File: config.mk
export PLATFORM = sky130hd
export DESIGN_NAME = program_loader
export DESIGN_NICKNAME = d
export VERILOG_FILES = /design/src/rtl/program_loader.sv
export SDC_FILE = /design/constraint.sdc
export NUM_CORES = 1
export LEC_CHECK = 0
export ABC_AREA = 1
export BUFFER_PORTS_ARGS = -buffer_cell sky130_fd_sc_hd__buf_2
export CORE_ASPECT_RATIO = 1.1
export CORE_UTILIZATION = 55
export DETAILED_ROUTE_END_ITERATION = 8
export PLACE_DENSITY_LB_ADDON = 0.12
export SYNTH_ARGS = -nofsm -noshare
export SYNTH_HDL_FRONTEND = slang
export SYNTH_SLANG_ARGS = --single-unit
File: constraint.sdc
create_clock -name clk -period 3.3 [get_ports clk]
set_input_delay 0.33 -clock clk [delete_from_list [all_inputs] [get_ports clk]]
set_output_delay 0.33 -clock clk [all_outputs]
set_load 0.1 [all_outputs]
File: src/rtl/program_loader.sv
// Boot-time program loader: receives a little-endian word count and instruction words
// over a UART byte stream, writes them to instruction memory, then reports status.
module program_loader #(
   parameter int unsigned ADDR_WIDTH = 12,
   parameter logic [7:0]  ACK_BYTE   = 8'hAA,
   parameter logic [7:0]  NACK_BYTE  = 8'hEE
) (
   input  logic                  clk,
   input  logic                  rstn,
   input  logic [7:0]            rx_data,
   input  logic                  rx_valid,
   output logic                  imem_we,
   output logic [ADDR_WIDTH-1:0] imem_addr,
   output logic [31:0]           imem_wdata,
   output logic [7:0]            tx_data,
   output logic                  tx_valid,
   input  logic                  tx_ready,
   output logic                  loading,
   output logic                  done,
   output logic                  error
);

   typedef enum logic [2:0] {
      S_LEN,
      S_DATA,
      S_ACK,
      S_DONE,
      S_ERR
   } state_t;

   // One extra bit so a count of exactly 2**ADDR_WIDTH stays representable.
   localparam logic [32:0] CAPACITY = 33'd1 << ADDR_WIDTH;

   state_t                r_state;
   state_t                w_state_next;
   logic [1:0]            r_byte_cnt;
   logic [ADDR_WIDTH-1:0] r_word_idx;
   logic [31:0]           r_len;
   logic [31:0]           r_shift;
   logic                  r_nack_sent;
   logic                  r_imem_we;
   logic [ADDR_WIDTH-1:0] r_imem_addr;
   logic [31:0]           r_imem_wdata;

   logic                  w_in_load;
   logic                  w_last_byte;
   logic [31:0]           w_len_next;
   logic [31:0]           w_shift_next;
   logic [31:0]           w_word_next;

   assign w_in_load    = (r_state == S_LEN) || (r_state == S_DATA);
   assign w_last_byte  = rx_valid && (r_byte_cnt == 2'd3);
   assign w_len_next   = {rx_data, r_len[31:8]};
   assign w_shift_next = {rx_data, r_shift[31:8]};
   assign w_word_next  = 32'(r_word_idx) + 32'd1;

   // NOTE: state and datapath registers use non-blocking assignments so every
   // register samples the pre-edge values of the others.
   always_ff @(posedge clk) begin
      if (!rstn) begin
         r_state <= S_LEN;
      end else begin
         r_state <= w_state_next;
      end
   end

   // NOTE: every output and next-state signal gets a default first, so no path
   // through the case statement can leave one unassigned and infer a latch.
   always_comb begin
      w_state_next = r_state;
      tx_data      = 8'h00;
      tx_valid     = 1'b0;
      loading      = 1'b0;
      done         = 1'b0;
      error        = 1'b0;
      case (r_state)
         S_LEN: begin
            loading = (r_byte_cnt != 2'd0);
            if (w_last_byte) begin
               if ({1'b0, w_len_next} > CAPACITY) begin
                  w_state_next = S_ERR;
               end else if (w_len_next == 32'd0) begin
                  w_state_next = S_ACK;
               end else begin
                  w_state_next = S_DATA;
               end
            end
         end
         S_DATA: begin
            loading = 1'b1;
            if (w_last_byte && (w_word_next == r_len)) begin
               w_state_next = S_ACK;
            end
         end
         S_ACK: begin
            loading  = 1'b1;
            tx_data  = ACK_BYTE;
            tx_valid = 1'b1;
            if (tx_ready) begin
               w_state_next = S_DONE;
            end
         end
         S_DONE: begin
            done = 1'b1;
         end
         S_ERR: begin
            error    = 1'b1;
            tx_data  = NACK_BYTE;
            tx_valid = !r_nack_sent;
         end
         default: begin
            w_state_next = S_LEN;
         end
      endcase
   end

   // Byte assembly and the registered write port; a reset drops any pending write.
   always_ff @(posedge clk) begin
      if (!rstn) begin
         r_byte_cnt   <= 2'd0;
         r_word_idx   <= '0;
         r_len        <= 32'd0;
         r_shift      <= 32'd0;
         r_nack_sent  <= 1'b0;
         r_imem_we    <= 1'b0;
         r_imem_addr  <= '0;
         r_imem_wdata <= 32'd0;
      end else begin
         r_imem_we <= 1'b0;
         if (rx_valid && w_in_load) begin
            r_byte_cnt <= r_byte_cnt + 2'd1;
         end
         if (rx_valid && (r_state == S_LEN)) begin
            r_len <= w_len_next;
         end
         if (rx_valid && (r_state == S_DATA)) begin
            r_shift <= w_shift_next;
            if (r_byte_cnt == 2'd3) begin
               r_imem_we    <= 1'b1;
               r_imem_addr  <= r_word_idx;
               r_imem_wdata <= w_shift_next;
               r_word_idx   <= r_word_idx + 1'b1;
            end
         end
         if ((r_state == S_ERR) && tx_ready) begin
            r_nack_sent <= 1'b1;
         end
      end
   end

   assign imem_we    = r_imem_we;
   assign imem_addr  = r_imem_addr;
   assign imem_wdata = r_imem_wdata;

endmodule

Word-level counts from Yosys, hierarchy flattened
Cells that the tools add are included.
- register bits after elaboration: 127
- output and inout bits: 57
- add/sub/neg operators: 3
- $lt $le $gt $ge: 1
- equality and inequality tests: 9
- muxes and demuxes: 12
- bitwise logic cells: 1
- reductions and logical operators: 16
- operators by type and width (cell ; number):
    $eq A13 B32 Y1 ; 1
    $gt A32 B13 Y1 const B ; 1
    $logic_not A32 Y1 ; 1
    $pmux W8 S2 ; 1
    $add A12 B1 Y13 const B ; 1
    $add A12 B1 Y12 const B ; 1
    $mux W3 ; 4
    $pmux W3 S4 ; 1
    $eq A3 B2 Y1 const B ; 2
    $logic_and A1 B1 Y1 ; 6
    $ne A2 B2 Y1 const B ; 2
    $pmux W1 S2 ; 2
    $reduce_and A2 Y1 ; 2
    $reduce_and A4 Y1 ; 1
    $reduce_or A2 Y1 ; 2
    $eq A3 B1 Y1 const B ; 1
    $eq A3 B3 Y1 const B ; 1
    $logic_not A3 Y1 ; 1
    $mux W1 ; 3
    $add A2 B1 Y2 const B ; 1
    $eq A2 B2 Y1 const B ; 1
    $mux W2 ; 1
    $ne A2 B1 Y1 const B ; 1
    $reduce_bool A2 Y1 ; 1
    3 further kinds ; 3

Longest topological paths before layout
- depth after elaboration: 5
- depth in mapped cells: 16
- depth with buffers taken out: 16

Worst setup path after synthesis
OpenSTA, ideal clock, no wires.
- path type: flip-flop to output port
- start: register r_state[0]
- end: output tx_valid
- arrival time: 5.123 ns
- required time: 2.970 ns
- slack: -2.153 ns
- stages on the path, launching flop included: 4
- buffers on the path: 0
- path through: dfxtp_1 nor3_1 inv_1 o21ai_0
- word-level cells in the longest chain between the ends: 2
- elaborated cells on any way between the ends: 3
- classes of those cells: eq/ne: 2; mux: 1
- ends and longest elaborated chain (what ; RTL line ; RTL):
    from (decl) ; 34 ; state_t r_state;
    from (signal assigned) ; 63 ; r_state <= w_state_next;
    $eq A3 B3 Y1 or $eq A3 B2 Y1 (tied branches) ; 76 ; case (r_state)
    $pmux W1 S2 (*) ; 76 ;
    to (decl) ; 16 ; output logic tx_valid,
Every way passes the cells marked *; elsewhere a longest branch is shown, timed or not.

Worst setup path in the final report
- start: register r_state[0]
- end: output loading
- word-level cells in the longest chain between the ends: 3
- elaborated cells on any way between the ends: 5
- classes of those cells: eq/ne: 2; mux: 1; reduce/logical: 2
- ends and longest elaborated chain (what ; RTL line ; RTL):
    $eq A3 B1 Y1 or $eq A3 B2 Y1 (tied branches) ; 76 ;
    $reduce_or A2 Y1 (no line) ; - ;
    $pmux W1 S2 (*) ; 76 ;
    to (decl) ; 18 ; output logic loading,
Marked as above.

==> results.sh <==
export IMPL_status="finished, final reports clean"
export IMPL_startpoint_type="register"
export IMPL_maxUsedRoutingLayer="met4"
export IMPL_synthTopCellsByArea="dfxtp_1 48%, nor2_1 9.8%, o21ai_0 9.5%, nand2_1 7.6%, a21oi_1 6.6%"
export IMPL_synth_cells=692
export IMPL_gr_total_overflow=0
export IMPL_numCtsBuffers=17
export IMPL_antenna_found_initial=0
export IMPL_die_w_microns=92.6
export IMPL_start_util=0.563
export IMPL_clk_pin_slew_worst_paths_ns=0.06
export IMPL_final_hold_viol_count=0
export IMPL_hold_path_class="input port to register"
export IMPL_diodes=0
export IMPL_cap_violations=0
export IMPL_cts_sinks=119
export IMPL_crit_arrival_ns=2.23
export IMPL_crit_path_max_fanout=7
export IMPL_synth_top_area_cell="dfxtp_1"
export IMPL_fin_crit_sh=0.774
export IMPL_grt_max_degree=97
export IMPL_whs_path_depth=3
export IMPL_drtIter0Drc=221
export IMPL_clock_fmax_mhz=391
export IMPL_finalSetupViolCount=0
export IMPL_core_sq_um=8830
export IMPL_dp_hpwl_microns=7730
export IMPL_track_usage=0.273
export IMPL_fin_skew_ns=0.00697
export IMPL_postCtsSetupBuffers=0
export IMPL_gp_congestion=0.883
export IMPL_yosysUniqueCellTypes=34
export IMPL_crit_required_ns=2.97
export IMPL_port_buffers=66
export IMPL_rsz0062_at_grt="no"
export IMPL_finalMaxSlewViolations=0
export IMPL_relSlewSlack=0.407
export IMPL_layout_drive_gt1_share=0.159
export IMPL_fin_setup_tns_ns=0
export IMPL_syn_area_sq_um=4970
export IMPL_reg2reg_depth=13
export IMPL_layout_nets=759
export IMPL_worstMarginPinSlew_ns=0.889
export IMPL_area_delta_synth_final_pct=21.6
export IMPL_rows=36
export IMPL_end_kind="output port"
export IMPL_viasPerCell=5.31
export IMPL_seq_area_frac_synth=0.480
export IMPL_met2_length_microns=6100
export IMPL_post_route_drc_count=0
export IMPL_synth_edf_count=0
export IMPL_fillCellCount=773
export IMPL_clockRootBuffer="clkbuf_8"
export IMPL_netlist_area_leader_share=0.480
export IMPL_grt_pass1_vias=4291
export IMPL_cts_resized=0
export IMPL_path_class="register to output port"
export IMPL_routed_wl_microns=12300
export IMPL_syn_avg_cell_area_sq_um=7.18
export IMPL_period_needed_ns=2.56
export IMPL_drtAntennaViolNets=0
export IMPL_post_drt_wl_per_cell_microns=14.1
export IMPL_grt_first_pass_wirelength_microns=20000
export IMPL_p_leak_nw=2.85
export IMPL_io_pins=69
export IMPL_htreeDepth=4
export IMPL_cts_max_path_buffers=2
export IMPL_yosys_warnings=0
export IMPL_die_h_microns=102
export IMPL_power_density_nw_per_um2=847
export IMPL_power_total_mw=5.12
export IMPL_ys_flop_type="dfxtp_1"
export IMPL_synthArstFlopShare=0
export IMPL_irDropWorstVdd_mv=0.509
export IMPL_cts_tree="built"
export IMPL_first_pass_iters=7
export IMPL_holdBufCountCts=0
export IMPL_vias=4625
export IMPL_met1_length_microns=5300
export IMPL_fp_dieArea_sq_um=9410
export IMPL_synth_seq_cells=119
export IMPL_clock_latency_ns=0.52
export IMPL_wl_met3_microns=575
[power breakdown]
group	switching (mW)	leakage (nW)	total [mW]	internal [mW]
registers	0.114	0.966	1.71	1.60
clock network	0.657	0.332	2.21	1.55
logic	0.933	1.56	1.20	0.264
total	1.70	2.85	5.12	3.41
[cells in the mapped netlist, types with 3 or more instances]
| library cell | count |
|---|---|
| buf_4 | 7 |
| nor3_1 | 4 |
| dfxtp_1 | 119 |
| ha_1 | 3 |
| o211ai_1 | 3 |
| nand3_1 | 34 |
| nand4_1 | 6 |
| inv_1 | 64 |
| nor2_2 | 3 |
| nand2_1 | 100 |
| a21oi_1 | 65 |
| clkbuf_1 | 30 |
| o21ai_0 | 94 |
| nor2_1 | 130 |
| o21ai_1 | 3 |
[final timing paths]
check | startpoint | to | slack (ns)
setup reg to reg | r_word_idx[2] | r_state[1] | 1.24
hold / removal | tx_ready | r_nack_sent | 0.07
setup / recovery | r_state[0] | loading | 0.74
hold reg to reg | r_shift[10] | r_shift[10] | 0.47
[layout by cell type, fill, tap and decap left out, types with 5 or more instances in the layout]
cell / count
nand3_1: 34
nor2_1: 130
a21oi_1: 65
o21ai_0: 93
buf_4: 5
clkbuf_16: 16
inv_1: 64
nand4_1: 6
bufinv_16: 8
buf_2: 66
dfxtp_1: 119
nand2_1: 100
[sequential cells by signal, indices dropped and copies added (netlist names)]
signal and count:
r_shift 24, r_byte_cnt 2, imem_we 1, r_state 3, r_len 32, imem_wdata 32
r_nack_sent 1, r_word_idx 12, imem_addr 12
[metal layers]
layer | up-vias | track usage
met5 | - | 0
met4 | 0 | 0.113
met3 | 27 | 0.0773
met2 | 130 | 0.476
met1 | 2118 | 0.314
li1 | 2350 | -
[cell type report]
type	instances	area, sq um	share of cell area
clock buffer	20	435	0.0721
sequential	119	2380	0.395
multi-input combinational	468	2180	0.362
clock inverter	12	272	0.0450
inverter	67	253	0.0419
tap	114	143	0.0236
timing repair buffer	71	368	0.0609
[worst max-delay path, stage by stage, from the launching register on]
cell	delay (ns)
dfxtp_1	0.51
inv_1	0.20
nor2_1	0.22
inv_1	0.12
nand2_1	0.09
o21bai_1	0.12
buf_2	0.45
[through the flow]
step / utilization / instances / setup slack (ns) / hold slack [ns] / instance area, sq um
2_1_floorplan: - / 693 / 0.318 / 0.441 / 4990
3_3_place_gp: 0.604 / 839 / 1.32 / 0.450 / 5330
3_5_place_dp: 0.604 / 839 / 1.29 / 0.454 / 5330
4_1_cts: 0.684 / 871 / 0.732 / 0.0495 / 6040
5_1_grt: 0.684 / 871 / 0.603 / 0.0623 / 6040
6_report: 0.684 / 871 / 0.744 / 0.0696 / 6040
[kinds of logic (layout without fill, tap and decap cells)]
kind of cell             after synthesis  after routing  share of synthesized area
buffers and inverters                106            170                     0.0862
flip-flops                           119            119                      0.480
AND/OR/NAND/NOR                      287            287                      0.241
AO/OA/AOI/OAI                        173            173                      0.180
other                                  1              2                   0.000755
adder cells (fa/ha/maj)                3              3                    0.00756
XOR/XNOR                               3              3                    0.00529
(Power assumes the default switching activity.)
